**src/rtl/ysyx_22050019_if_fetch_if.sv**
```systemverilog
// Instruction-memory bus between the fetch stage and instruction memory.
// One request at a time: the request phase is a valid/ready handshake,
// the response phase is a single-cycle valid pulse carrying a doubleword.
//   req_valid  : fetch request valid (master -> slave)
//   req_addr   : 8-byte aligned fetch address (master -> slave)
//   req_ready  : request accepted when valid & ready (slave -> master)
//   resp_valid : response data valid for one cycle (slave -> master)
//   resp_data  : response doubleword (slave -> master)
interface ysyx_22050019_if_fetch_if #(
    parameter int unsigned DATA_W = 64
);
    logic              req_valid;
    logic [63:0]       req_addr;
    logic              req_ready;
    logic              resp_valid;
    logic [DATA_W-1:0] resp_data;

    modport master (
        output req_valid,
        output req_addr,
        input  req_ready,
        input  resp_valid,
        input  resp_data
    );

    modport slave (
        input  req_valid,
        input  req_addr,
        output req_ready,
        output resp_valid,
        output resp_data
    );
endinterface

```
**src/rtl/ysyx_22050019_if_fetch.sv**
```systemverilog
// Instruction-fetch stage feeding the IF/ID pipeline register.
// Owns the fetch PC, issues one request at a time on the imem bus, selects
// the 32-bit instruction from the 64-bit response and presents it to IF/ID.
// Redirects from branch/jump resolution replace the PC; any response still
// in flight for the old path is discarded.
//
// Ports:
//   clk, rst_n        : clock (rising edge), synchronous active-low reset
//   redirect_valid_i  : branch/jump taken pulse
//   redirect_pc_i     : redirect target (bits [1:0] ignored)
//   stall_i           : downstream stall, hold the presented instruction
//   imem              : instruction-memory bus (master side)
//   pc_o, inst_o      : presented PC and instruction (registered)
//   commite_o         : pc_o/inst_o valid (registered)
//   fetch_busy_o      : high while requesting or waiting for a response
//
// Optional build macro IF_FETCH_PERF_EN adds perf_fetch_cnt_o (counts
// commite_o rising edges) and perf_drop_cnt_o (counts discarded responses).
module ysyx_22050019_if_fetch #(
    parameter logic [63:0] RESET_PC = 64'h0000_0000_8000_0000,
    parameter int unsigned DATA_W   = 64
) (
    input  logic                            clk,
    input  logic                            rst_n,
    input  logic                            redirect_valid_i,
    input  logic [63:0]                     redirect_pc_i,
    input  logic                            stall_i,
    ysyx_22050019_if_fetch_if.master        imem,
    output logic [63:0]                     pc_o,
    output logic [31:0]                     inst_o,
    output logic                            commite_o,
    output logic                            fetch_busy_o
`ifdef IF_FETCH_PERF_EN
    ,
    output logic [63:0]                     perf_fetch_cnt_o,
    output logic [63:0]                     perf_drop_cnt_o
`endif
);

    typedef enum logic [1:0] {StIdle, StReq, StWait, StOut} state_e;

    state_e      state_q;
    logic [63:0] pc_q;
    logic [63:0] addr_q;
    logic        drop_q;
    logic [63:0] pc_out_q;
    logic [31:0] inst_q;
    logic        commite_q;
`ifdef IF_FETCH_PERF_EN
    logic [63:0] perf_fetch_q;
    logic [63:0] perf_drop_q;
`endif

    logic [63:0] redirect_tgt;
    logic [63:0] pc_hold_d;   // PC for a new request that does not advance
    logic [63:0] pc_adv_d;    // PC for the request after a consumed instruction
    logic [31:0] inst_sel;

    assign redirect_tgt = redirect_pc_i & ~64'd3;
    assign pc_hold_d    = redirect_valid_i ? redirect_tgt : pc_q;
    assign pc_adv_d     = redirect_valid_i ? redirect_tgt : pc_q + 64'd4;
    assign inst_sel     = pc_q[2] ? imem.resp_data[DATA_W-1:DATA_W/2]
                                  : imem.resp_data[DATA_W/2-1:0];

    always_ff @(posedge clk) begin
        if (!rst_n) begin
            state_q   <= StIdle;
            pc_q      <= RESET_PC;
            addr_q    <= RESET_PC & ~64'd7;
            drop_q    <= 1'b0;
            pc_out_q  <= 64'd0;
            inst_q    <= 32'd0;
            commite_q <= 1'b0;
`ifdef IF_FETCH_PERF_EN
            perf_fetch_q <= 64'd0;
            perf_drop_q  <= 64'd0;
`endif
        end else begin
            if (redirect_valid_i) begin
                pc_q <= redirect_tgt;
            end
            unique case (state_q)
                StIdle: begin
                    state_q <= StReq;
                    addr_q  <= pc_hold_d & ~64'd7;
                end
                StReq: begin
                    // The pending request keeps its address; its response
                    // belongs to the old path and must be thrown away.
                    if (redirect_valid_i) begin
                        drop_q <= 1'b1;
                    end
                    if (imem.req_ready) begin
                        state_q <= StWait;
                    end
                end
                StWait: begin
                    if (imem.resp_valid) begin
                        if (drop_q || redirect_valid_i) begin
                            drop_q  <= 1'b0;
                            state_q <= StReq;
                            addr_q  <= pc_hold_d & ~64'd7;
`ifdef IF_FETCH_PERF_EN
                            perf_drop_q <= perf_drop_q + 64'd1;
`endif
                        end else begin
                            inst_q    <= inst_sel;
                            pc_out_q  <= pc_q;
                            commite_q <= 1'b1;
                            state_q   <= StOut;
`ifdef IF_FETCH_PERF_EN
                            perf_fetch_q <= perf_fetch_q + 64'd1;
`endif
                        end
                    end else if (redirect_valid_i) begin
                        drop_q <= 1'b1;
                    end
                end
                StOut: begin
                    // Redirect overrides a downstream stall.
                    if (redirect_valid_i || !stall_i) begin
                        commite_q <= 1'b0;
                        pc_out_q  <= 64'd0;
                        inst_q    <= 32'd0;
                        pc_q      <= pc_adv_d;
                        addr_q    <= pc_adv_d & ~64'd7;
                        state_q   <= StReq;
                    end
                end
            endcase
        end
    end

    assign imem.req_valid = (state_q == StReq);
    assign imem.req_addr  = addr_q;
    assign pc_o           = pc_out_q;
    assign inst_o         = inst_q;
    assign commite_o      = commite_q;
    assign fetch_busy_o   = (state_q == StReq) || (state_q == StWait);
`ifdef IF_FETCH_PERF_EN
    assign perf_fetch_cnt_o = perf_fetch_q;
    assign perf_drop_cnt_o  = perf_drop_q;
`endif

endmodule

```
**src/flat_wrapper.sv**
```systemverilog
// flat-port wrapper written by rule: the top's interface ports become plain ports
module ysyx_22050019_if_fetch_flat 
#(
    parameter logic [63:0] RESET_PC = 64'h0000_0000_8000_0000,
    parameter int unsigned DATA_W   = 64
)
  (clk, rst_n, redirect_valid_i, redirect_pc_i, stall_i, pc_o, inst_o, commite_o, fetch_busy_o, imem_req_valid, imem_req_addr, imem_req_ready, imem_resp_valid, imem_resp_data);
  ysyx_22050019_if_fetch_if #(.DATA_W(DATA_W)) imem_i ();
  input  logic clk;
  input  logic rst_n;
  input  logic redirect_valid_i;
  input  logic [63:0] redirect_pc_i;
  input  logic stall_i;
  output logic [63:0] pc_o;
  output logic [31:0] inst_o;
  output logic commite_o;
  output logic fetch_busy_o;
  output wire logic [$bits(imem_i.req_valid)-1:0] imem_req_valid;
  output wire logic [$bits(imem_i.req_addr)-1:0] imem_req_addr;
  input wire logic [$bits(imem_i.req_ready)-1:0] imem_req_ready;
  input wire logic [$bits(imem_i.resp_valid)-1:0] imem_resp_valid;
  input wire logic [$bits(imem_i.resp_data)-1:0] imem_resp_data;
  assign imem_req_valid = imem_i.req_valid;
  assign imem_req_addr = imem_i.req_addr;
  assign imem_i.req_ready = imem_req_ready;
  assign imem_i.resp_valid = imem_resp_valid;
  assign imem_i.resp_data = imem_resp_data;
  ysyx_22050019_if_fetch #(.RESET_PC(RESET_PC), .DATA_W(DATA_W)) u_core (.clk(clk), .rst_n(rst_n), .redirect_valid_i(redirect_valid_i), .redirect_pc_i(redirect_pc_i), .stall_i(stall_i), .imem(imem_i), .pc_o(pc_o), .inst_o(inst_o), .commite_o(commite_o), .fetch_busy_o(fetch_busy_o));
endmodule
```
**config.mk**
```make
export PLATFORM = sky130hd
export DESIGN_NAME = ysyx_22050019_if_fetch_flat
export DESIGN_NICKNAME = d
export VERILOG_FILES = /design/src/rtl/ysyx_22050019_if_fetch_if.sv /design/src/rtl/ysyx_22050019_if_fetch.sv /design/src/flat_wrapper.sv
export SDC_FILE = /design/constraint.sdc
export NUM_CORES = 1
export LEC_CHECK = 0
export CAP_MARGIN = 20
export CORE_MARGIN = 2
export CORE_UTILIZATION = 50
export CTS_BUF_LIST = sky130_fd_sc_hd__clkbuf_16
export CTS_CLUSTER_DIAMETER = 100
export DETAILED_ROUTE_END_ITERATION = 10
export GPL_TIMING_DRIVEN = 0
export HOLD_SLACK_MARGIN = 0.05
export PLACE_DENSITY = 0.83
export SYNTH_ARGS = -nofsm -noshare
export SYNTH_HDL_FRONTEND = slang
export SYNTH_SLANG_ARGS = --single-unit
```
**constraint.sdc**
```tcl
create_clock -name clk -period 4 [get_ports clk]
set_clock_uncertainty 0.2 [all_clocks]
set_input_delay 0.8 -clock clk [delete_from_list [all_inputs] [get_ports clk]]
set_output_delay 0.8 -clock clk [all_outputs]
set_load 0.01 [all_outputs]
```
---- After elaboration in Yosys (flattened, before gate mapping) ----
Cells that the tools add are included.
operators by class
  add/subtract/negate cells ............... 1
  $mul .................................... 0
  divide/modulo/power cells ............... 0
  magnitude comparators ................... 0
  equality and inequality tests ........... 9
  shift operators ......................... 0
  multiplexer cells ....................... 30
  bitwise logic cells ..................... 0
  reduce and logical (&&, ||, !) cells .... 12
operators by type and width
  operator                                                         number
  64-bit two-way mux                                               10
  64-bit one-hot mux with 3 select lines                           1
  32-bit two-way mux                                               4
  64-bit one-hot mux with 2 select lines                           1
  64-bit by 3-bit adder with 64-bit output, second input constant  1
  32-bit one-hot mux with 2 select lines                           1
  2-bit two-way mux                                                4
  2-bit one-hot mux with 4 select lines                            1
  4-bit AND reduction                                              2
  1-bit two-way mux                                                6
  2-bit by 1-bit != test with 1-bit output, second input constant  3
  2-bit == test, second input constant                             2
  2-bit != test, second input constant                             2
  1-bit one-hot mux with 2 select lines                            2
  2-bit nonzero test                                               2
  1-bit logical OR                                                 3
  3-bit by 2-bit != test with 1-bit output, second input constant  1
  3-bit AND reduction                                              1
  3-bit nonzero test                                               1
  2-bit by 1-bit == test with 1-bit output, second input constant  1
  2-bit logical NOT                                                1
  2-bit AND reduction                                              1
  1-bit logical NOT                                                1
storage, ports and cells
  flip-flop bits (word level) ............. 228
  bits in latches ......................... 0
  RAM bits ................................ 0
  bits in read-only memories .............. 0
  input port bits ......................... 134
  memories kept ........................... 0

---- Logic depth before layout (Yosys ltp) ----
Gate-level depths: netlist of run 1.
  depth in word-level cells ............... 4
  gate-level depth with buffers ........... 10
  depth with buffers taken out ............ 8

---- Worst setup path before layout of run 1 ----
OpenSTA, ideal clock, no wires.
  path type ............................... input to register
  start ................................... input redirect_valid_i
  end ..................................... register u_core.pc_q[53]
  library setup time ...................... 86 ps
  arrival time ............................ 2374 ps
  slack ................................... 1341 ps
  cell stages on the path ................. 7
  buffers on the path ..................... 1
  cells stage by stage .................... buf_2 -> nand4b_4 -> nor4_2 -> nand3_1 -> nor3_1 -> mux2_2 -> a211oi_1
between the ends
  longest elaborated chain between the ends .. 3
ends and longest elaborated chain
  element                                     RTL line                       RTL
  from (decl)                                 flat_wrapper.sv:11             input logic redirect_valid_i;
  64-bit two-way mux (tied with other cells)  ysyx_22050019_if_fetch.sv:79   if (redirect_valid_i) begin
  64-bit two-way mux                          ysyx_22050019_if_fetch.sv:121  if (redirect_valid_i || !stall_i) begin
  64-bit two-way mux *                        ysyx_22050019_if_fetch.sv:82   unique case (state_q)
  to (signal assigned)                        ysyx_22050019_if_fetch.sv:80   pc_q <= redirect_tgt;
  to (signal assigned)                        ysyx_22050019_if_fetch.sv:125  pc_q <= pc_adv_d;
  to (decl)                                   ysyx_22050019_if_fetch.sv:43   logic [63:0] pc_q;
Every way passes the cells marked *; elsewhere a longest branch is shown, timed or not.
A chain may end at the register's enable or synchronous reset.

---- Worst setup path after layout of run 1 ----
  start ................................... input redirect_valid_i
  end ..................................... register u_core.pc_out_q[1] (netlist: u_core.pc_o[1])
between the ends
  longest elaborated chain between the ends .. 3
ends and longest elaborated chain
  element                                                                                     RTL line                                                     RTL
  1-bit logical OR, on equally long branches                                                  ysyx_22050019_if_fetch.sv:99, ysyx_22050019_if_fetch.sv:121
  2-bit != test (no source line) or 2-bit by 1-bit != test with 1-bit output (tied branches)  -
  4-bit AND reduction (no source line) *                                                      -
  to (signal assigned)                                                                        ysyx_22050019_if_fetch.sv:108                                pc_out_q <= pc_q;
  to (decl)                                                                                   ysyx_22050019_if_fetch.sv:46                                 logic [63:0] pc_out_q;
Marks and branches as above.

==> metrics.yaml, run 1 <==
run_status:
  status: "complete, no violations"
clock_tree:
  cts_made_buffers: 25
  cts_buffer_depth: 3
  tritoncts: "yes"
  clkLatencyLatePin_ps: 550
  cts_hold_buffers: 0
  clk_transition_reported_paths_ps: 60
  cts_root_buf: "clkbuf_16"
  cts_sinks: 225
  cts-htree-levels: 1
placement:
  hpwlAfterDp_um: 37000
  gp_congestion: 1.03
  port_buffers: 290
  place_area_sq_um: 14800
  dp.cells: 2022
final_layout:
  stdcell_area_sq_um: 15500
  drive_gt1_share_pct: 7.18
  nFillCells: 1965
  antenna_cells: 0
  stdcell_count: 2067
  area_delta_synth_final_pct: 34.8
  nNetsFinal: 1903
sta:
  fmax_mhz: 256
  slew_headroom_pct: 19.8
  worst_pin_slew_ps: 1200
  drv_slew: 0
  grt_setup_unrepaired: "false"
  finalSetupViolations: 0
  tns_ps: 0
  finalCritPeriodShare_pct: 97.5
  hold_slack_ps: 243
  hold_viol_final: 0
  period_minus_slack_ps: 3900
die:
  fp.dieArea_sq_um: 24200
  ios: 297
  die_h_um: 156
  rows: 55
  die_w_um: 156
  start_util_pct: 50.9
  core_region_area_sq_um: 22600
critical_path:
  arrival_ps: 4150
  worst_setup_path_start_kind: "input pin"
  crit_chain: "clkdlybuf4s50_1 > buf_2 > nor2b_1 > nand2_1 > o211ai_1 > clkbuf_2 > buf_1 > nand2_1 > a21oi_1"
  worstSetupPathType: "input pin to register"
  cpMostUsedCell: "nand2_1"
  crit_required_ps: 4250
  cp_max_fo: 10
  cp-end-kind: "register"
  crit_slowest_cell: "buf_1"
  cpPeakStageDelay_ps: 550
power_and_ir_drop:
  p_leak_nw: 5.43
  powerDensity_nw_per_um2: 375
  power_mw: 5.81
  vdd_ir_drop_max_v: 0.000262
logic_synthesis:
  synth_compound_area_share_pct: 16.9
  muxShareOfSynthArea_pct: 10.4
  ys_ff_latch: 225
  ys_warn_count: 0
  post_synth_and_or_nand_nor_area_fraction_pct: 26.3
  synth_commonest_cells: "dfxtp_1, nand2_1, a21oi_1, nor2_1, nand3_1"
  synth_edf_count: 0
  synth_flop_cell: "dfxtp_1"
  ys_top_cells_by_area: "dfxtp_1, mux2i_1, a21oi_1"
  synth_top_area_share_pct: 39.2
  synth_cell_types: 73
  synth_fa_ha_area_share_pct: 0.544
  synth-seq-area-share_pct: 39.2
  synth_top_family_by_area: "simple AND/OR/NAND/NOR gates"
  synth.cell_area_sq_um: 11500
  synthCells: 1445
  yosysMostFrequentCell: "dfxtp_1"
  synth-xor-area-share_pct: 1.37
  synth_top_cell_by_area: "dfxtp_1"
  syn_area_per_cell_sq_um: 7.95
  postSynth.asyncResetShare_pct: 0
global_routing:
  overflow: 0
  track_usage_pct: 40.0
  grt_pass1_wl_um: 73600
  grt_pass1_vias: 12500
  antenna_found_initial: 0
  grt_max_degree: 14
detailed_routing:
  num_vias: 13100
  viasPerCell: 6.34
  postRouteAntennaNets: 0
  wl_per_cell_um: 24.1
  first_pass_iters: 6
  post-route-drc-count: 0
  routed_wirelength_um: 49900
  drt_iter0_markers: 1382
job:
  drv_cap: 0
min_path:
  min_path_type: "register to register"
==> power by group <==
group | leakage, nW | internal, mW | switching (mW)
Clock | 0.367 | 1.13 | 0.988
Sequential | 1.84 | 2.38 | 0.115
Combinational | 3.23 | 0.515 | 0.670
==> layout make-up <==
| cell class | count | area [sq um] | area share, % |
|---|---|---|---|
| buffer | 134 | 562 | 3.63 |
| clock buffer | 25 | 626 | 4.04 |
| clock inverter | 20 | 100 | 0.646 |
| inverter | 13 | 48.8 | 0.315 |
| multi-input combinational | 1075 | 6390 | 41.3 |
| sequential | 225 | 4500 | 29.1 |
| tap | 285 | 357 | 2.30 |
| timing repair buffer | 290 | 2900 | 18.7 |
==> metrics by stage <==
step,setup WS (ps),utilization (%)
CTS,224,68.6
finish,99.7,68.6
global placement,-479,65.4
detailed placement,-524,65.4
floorplan,1340,-
global route,57.3,68.6
==> path summary, 6_finish.rpt <==
kind                                        startpoint                                    end  slack (ps)  cells past startpoint
hold reg to reg   u_core.imem.req_addr[7]$_SDFFE_PN0P_   u_core.imem.req_addr[7]$_SDFFE_PN0P_         240                      2
setup reg to reg        u_core.state_q[0]$_SDFFE_PN0P_  u_core.imem.req_addr[39]$_SDFFE_PN0P_         140                      9
setup / recovery                      redirect_valid_i            u_core.pc_o[1]$_SDFFE_PN0P_         100                      9
hold / removal    u_core.imem.req_addr[7]$_SDFFE_PN0P_   u_core.imem.req_addr[7]$_SDFFE_PN0P_         240                      2
==> flip-flops by register name, summed over array words and instances (netlist names) <==
register	cells
u_core.drop_q	1
u_core.commite_o	1
u_core.inst_o	32
u_core.pc_q	64
u_core.imem.req_addr	61
u_core.state_q	2
u_core.pc_o	64
==> what timing repair did <==
item,4_1_cts,5_1_grt
setup endpoints to repair,1,14
buffers inserted,0,0
resized for setup,1,1
==> metal layers <==
layer	GRT usage, %	up-vias	wire [um]
li1	-	5850	-
met2	64.3	926	21900
met1	49.3	6118	18800
met5	0	-	0
met4	21.9	0	3180
met3	10.0	202	5940
==> cell usage in the layout (no fill, tap or decap), types with 7 or more instances in the layout <==
cell type          n
buf_1             11
nand2_1          170
clkbuf_16         25
mux2_2            32
a32o_1            10
a21oi_1          156
xor2_1             7
and4_1             7
o31ai_1            7
nor2_1           117
mux2i_1           82
nand3_1          108
o211ai_1          12
inv_1             15
nor4_1            15
or3_1              9
and3_1            19
clkdlybuf4s50_1  290
clkbuf_1          84
a211oi_1          10
nor3_1            65
a31oi_1           14
a22o_1            14
o21ai_0           65
dfxtp_1          225
clkinv_1           8
xnor2_1           11
nand4_1           39
buf_2             29
nand2b_1          10
==> worst max-delay path, delay by kind of cell <==
family,cells,cell delay (ps)
buffers and inverters,4,1840
AND/OR/NAND/NOR,3,900
AO/OA/AOI/OAI,2,610
==> cells by family (layout without fill, tap and decap cells) <==
logic type / after synthesis / in the layout
AOI/OAI and AO/OA: 326 / 326
xor gates and xnor gates: 18 / 18
adders and majority gates: 5 / 5
buffers and inverters: 147 / 482
DFF: 225 / 225
muxes: 115 / 115
other: 1 / 3
and+or+nand+nor: 608 / 608
Power figures use the tool's default switching activity.
==> run 2, diff against run 1 <==
--- a/config.mk
+++ b/config.mk
@@ -7,13 +7,12 @@
 export LEC_CHECK = 0
 export CAP_MARGIN = 20
 export CORE_MARGIN = 2
-export CORE_UTILIZATION = 50
+export CORE_UTILIZATION = 53
 export CTS_BUF_LIST = sky130_fd_sc_hd__clkbuf_16
-export CTS_CLUSTER_DIAMETER = 100
 export DETAILED_ROUTE_END_ITERATION = 10
 export GPL_TIMING_DRIVEN = 0
 export HOLD_SLACK_MARGIN = 0.05
-export PLACE_DENSITY = 0.83
+export PLACE_DENSITY = 0.87
 export SYNTH_ARGS = -nofsm -noshare
 export SYNTH_HDL_FRONTEND = slang
 export SYNTH_SLANG_ARGS = --single-unit
==> run 2 against run 1 <==
The flow now finishes with violations (setup timing). Clock power rose by 8%. Non-clock buffer count did not move. Sequential share of layout area fell by 0.10 points. Highest routed layer unchanged.
==> metrics.yaml, run 2 (synthesis gave the netlist of run 1 again) <==
final_layout:
  layout_common_cells: "clkdlybuf4s50_1, dfxtp_1, nand2_1"
  layout_commonest_cell: "clkdlybuf4s50_1"
  stdcell_count: 2058  # -0.44%
  nNetsFinal: 1902  # -0.053%
  drive_gt1_share_pct: 7.07  # -0.11 points
  seqCellArea_sq_um: 4500  # unchanged
  nFillCells: 1629  # -17%
  multi_input_area_sq_um: 6390  # unchanged
  area_delta_synth_final_pct: 35.2
  final_util_pct: 73.5  # +4.9 points
  stdcell_area_sq_um: 15500  # +0.35%
sta:
  worst_pin_slew_ps: 1230  # +26.7 ps
  grt_setup_unrepaired: "false"
  setup_ws_ps: -74.1  # -174 ps
  finalCritPeriodShare_pct: 102  # +4.3 points
  drv_slew: 0  # unchanged
  finalSetupViolations: 1  # +1
  period_minus_slack_ps: 4070  # +174 ps
  hold_viol_final: 0  # unchanged
  fmax_mhz: 245  # -4.3%
  hold_slack_ps: 235  # -8.11 ps
  tns_ps: -74.1  # -74.1 ps
  slew_headroom_pct: 18.0  # -1.8 points
detailed_routing:
  met2_length_um: 23100  # +5.3%
  first_pass_iters: 9  # +3
  num_vias: 13300  # +1.6%
  viasPerCell: 6.46  # +2.0%
  highest_layer: "met4"
  wl_met1_um: 18300  # -2.7%
  postRouteAntennaNets: 0  # unchanged
  routed_wirelength_um: 50700  # +1.6%
  wl_per_cell_um: 24.6  # +2.0%
  post-route-drc-count: 0  # unchanged
  drt_iter0_markers: 1391  # +0.65%
  met3_length_um: 6160  # +3.6%
placement:
  port_buffers: 290  # unchanged
  place_area_sq_um: 14700  # about the same
  hpwlAfterDp_um: 37400  # +0.92%
  gp_congestion: 1.04  # +0.88%
  post-place-ws_ps: -430  # +93.4 ps
  dp.cells: 2012  # -0.49%
die:
  core_region_area_sq_um: 21200  # -6.3%
  fp.dieArea_sq_um: 22900  # -5.5%
  ios: 297  # unchanged
  start_util_pct: 54.3  # +3.4 points
  rows: 53  # -3.6%
  die_h_um: 151  # -2.8%
  die_w_um: 151  # -2.8%
clock_tree:
  clkLatencyLatePin_ps: 530  # -20 ps
  cts_root_buf: "clkbuf_16"
  tritoncts: "yes"
  clk_transition_reported_paths_ps: 60  # about the same
  cts_buffer_depth: 3  # unchanged
  cts_sinks: 225  # unchanged
  cts-htree-levels: 1  # unchanged
  post_cts_buffers: 0  # unchanged
  cts_resized: 0  # -1
  cts_hold_buffers: 0  # unchanged
  cts_made_buffers: 24  # -4.0%
critical_path:
  arrival_ps: 4310  # +160 ps
  cpPeakStageDelay_ps: 830  # +280 ps
  reg2reg_depth: 9  # unchanged
  crit_required_ps: 4240  # about the same
  worst_setup_path_start_kind: "input pin"
  cp_max_fo: 10  # unchanged
  critPathTopFamily: "buffers and inverters"
  cp-end-kind: "register"
  crit_chain: "clkdlybuf4s50_1 > and3b_1 > clkbuf_1 > nor2_1 > nand2_1 > nor2_1 > clkbuf_1 > o211ai_1 > o21ai_0"
  worstSetupPathType: "input pin to register"
  crit_slowest_cell: "clkbuf_1"
  cp_num_cells: 9  # unchanged
  r2r_setup_slack_ps: -20  # -160 ps
  cp.buffers_inverters: 3  # -1
global_routing:
  antenna_found_initial: 2  # +2
  track_usage_pct: 43.3  # +3.3 points
  grt_pass1_vias: 12800  # +2.9%
  grt_max_degree: 14  # unchanged
  overflow: 0  # unchanged
  grt_pass1_wl_um: 74300  # +1.0%
job:
  drv_cap: 0  # unchanged
power_and_ir_drop:
  vdd_ir_drop_max_v: 0.000299  # +14%
  p_leak_nw: 5.47  # +0.57%
  powerDensity_nw_per_um2: 385  # +2.7%
  power_mw: 5.98  # +3.0%
run_status:
  status: "finished, violations left"
  violations: "setup timing"
min_path:
  min_path_type: "register to register"
  min_path_cells: 2  # unchanged
run 2: layout make-up:
class                      count  share of cell area, %
buffer                       134                   3.61
timing repair buffer         290                   18.7
inverter                      13                  0.314
sequential                   225                   29.0
multi-input combinational   1075                   41.1
antenna                        2                 0.0322
tap                          275                   2.21
clock inverter                19                   1.04
clock buffer                  25                   4.02
run 2: where the power goes:
part           switching, mW  total (mW)  internal [mW]
Sequential             0.115        2.50           2.38
Clock                  0.967        2.29           1.32
Combinational          0.681        1.20          0.515
Total                   1.76        5.98           4.22
run 2: tightest hold or removal path: stages, from the launching register on:
cell,delay [ps]
dfxtp_1,310
nand2_1,50
nand2_1,40
run 2: worst paths after layout:
path / startpoint / end
setup / recovery: redirect_valid_i / u_core.imem.req_addr[8]$_SDFFE_PN0P_
hold / removal: u_core.imem.req_addr[7]$_SDFFE_PN0P_ / u_core.imem.req_addr[7]$_SDFFE_PN0P_
setup reg to reg: u_core.state_q[0]$_SDFFE_PN0P_ / u_core.imem.req_addr[8]$_SDFFE_PN0P_
hold reg to reg: u_core.imem.req_addr[7]$_SDFFE_PN0P_ / u_core.imem.req_addr[7]$_SDFFE_PN0P_
run 2: metal layers:
layer  track usage, %  vias to the layer above
met5                0                        -
met4             25.6                        0
met3             11.9                      238
met2             70.2                     1009
met1             51.4                     6223
li1                 -                     5833
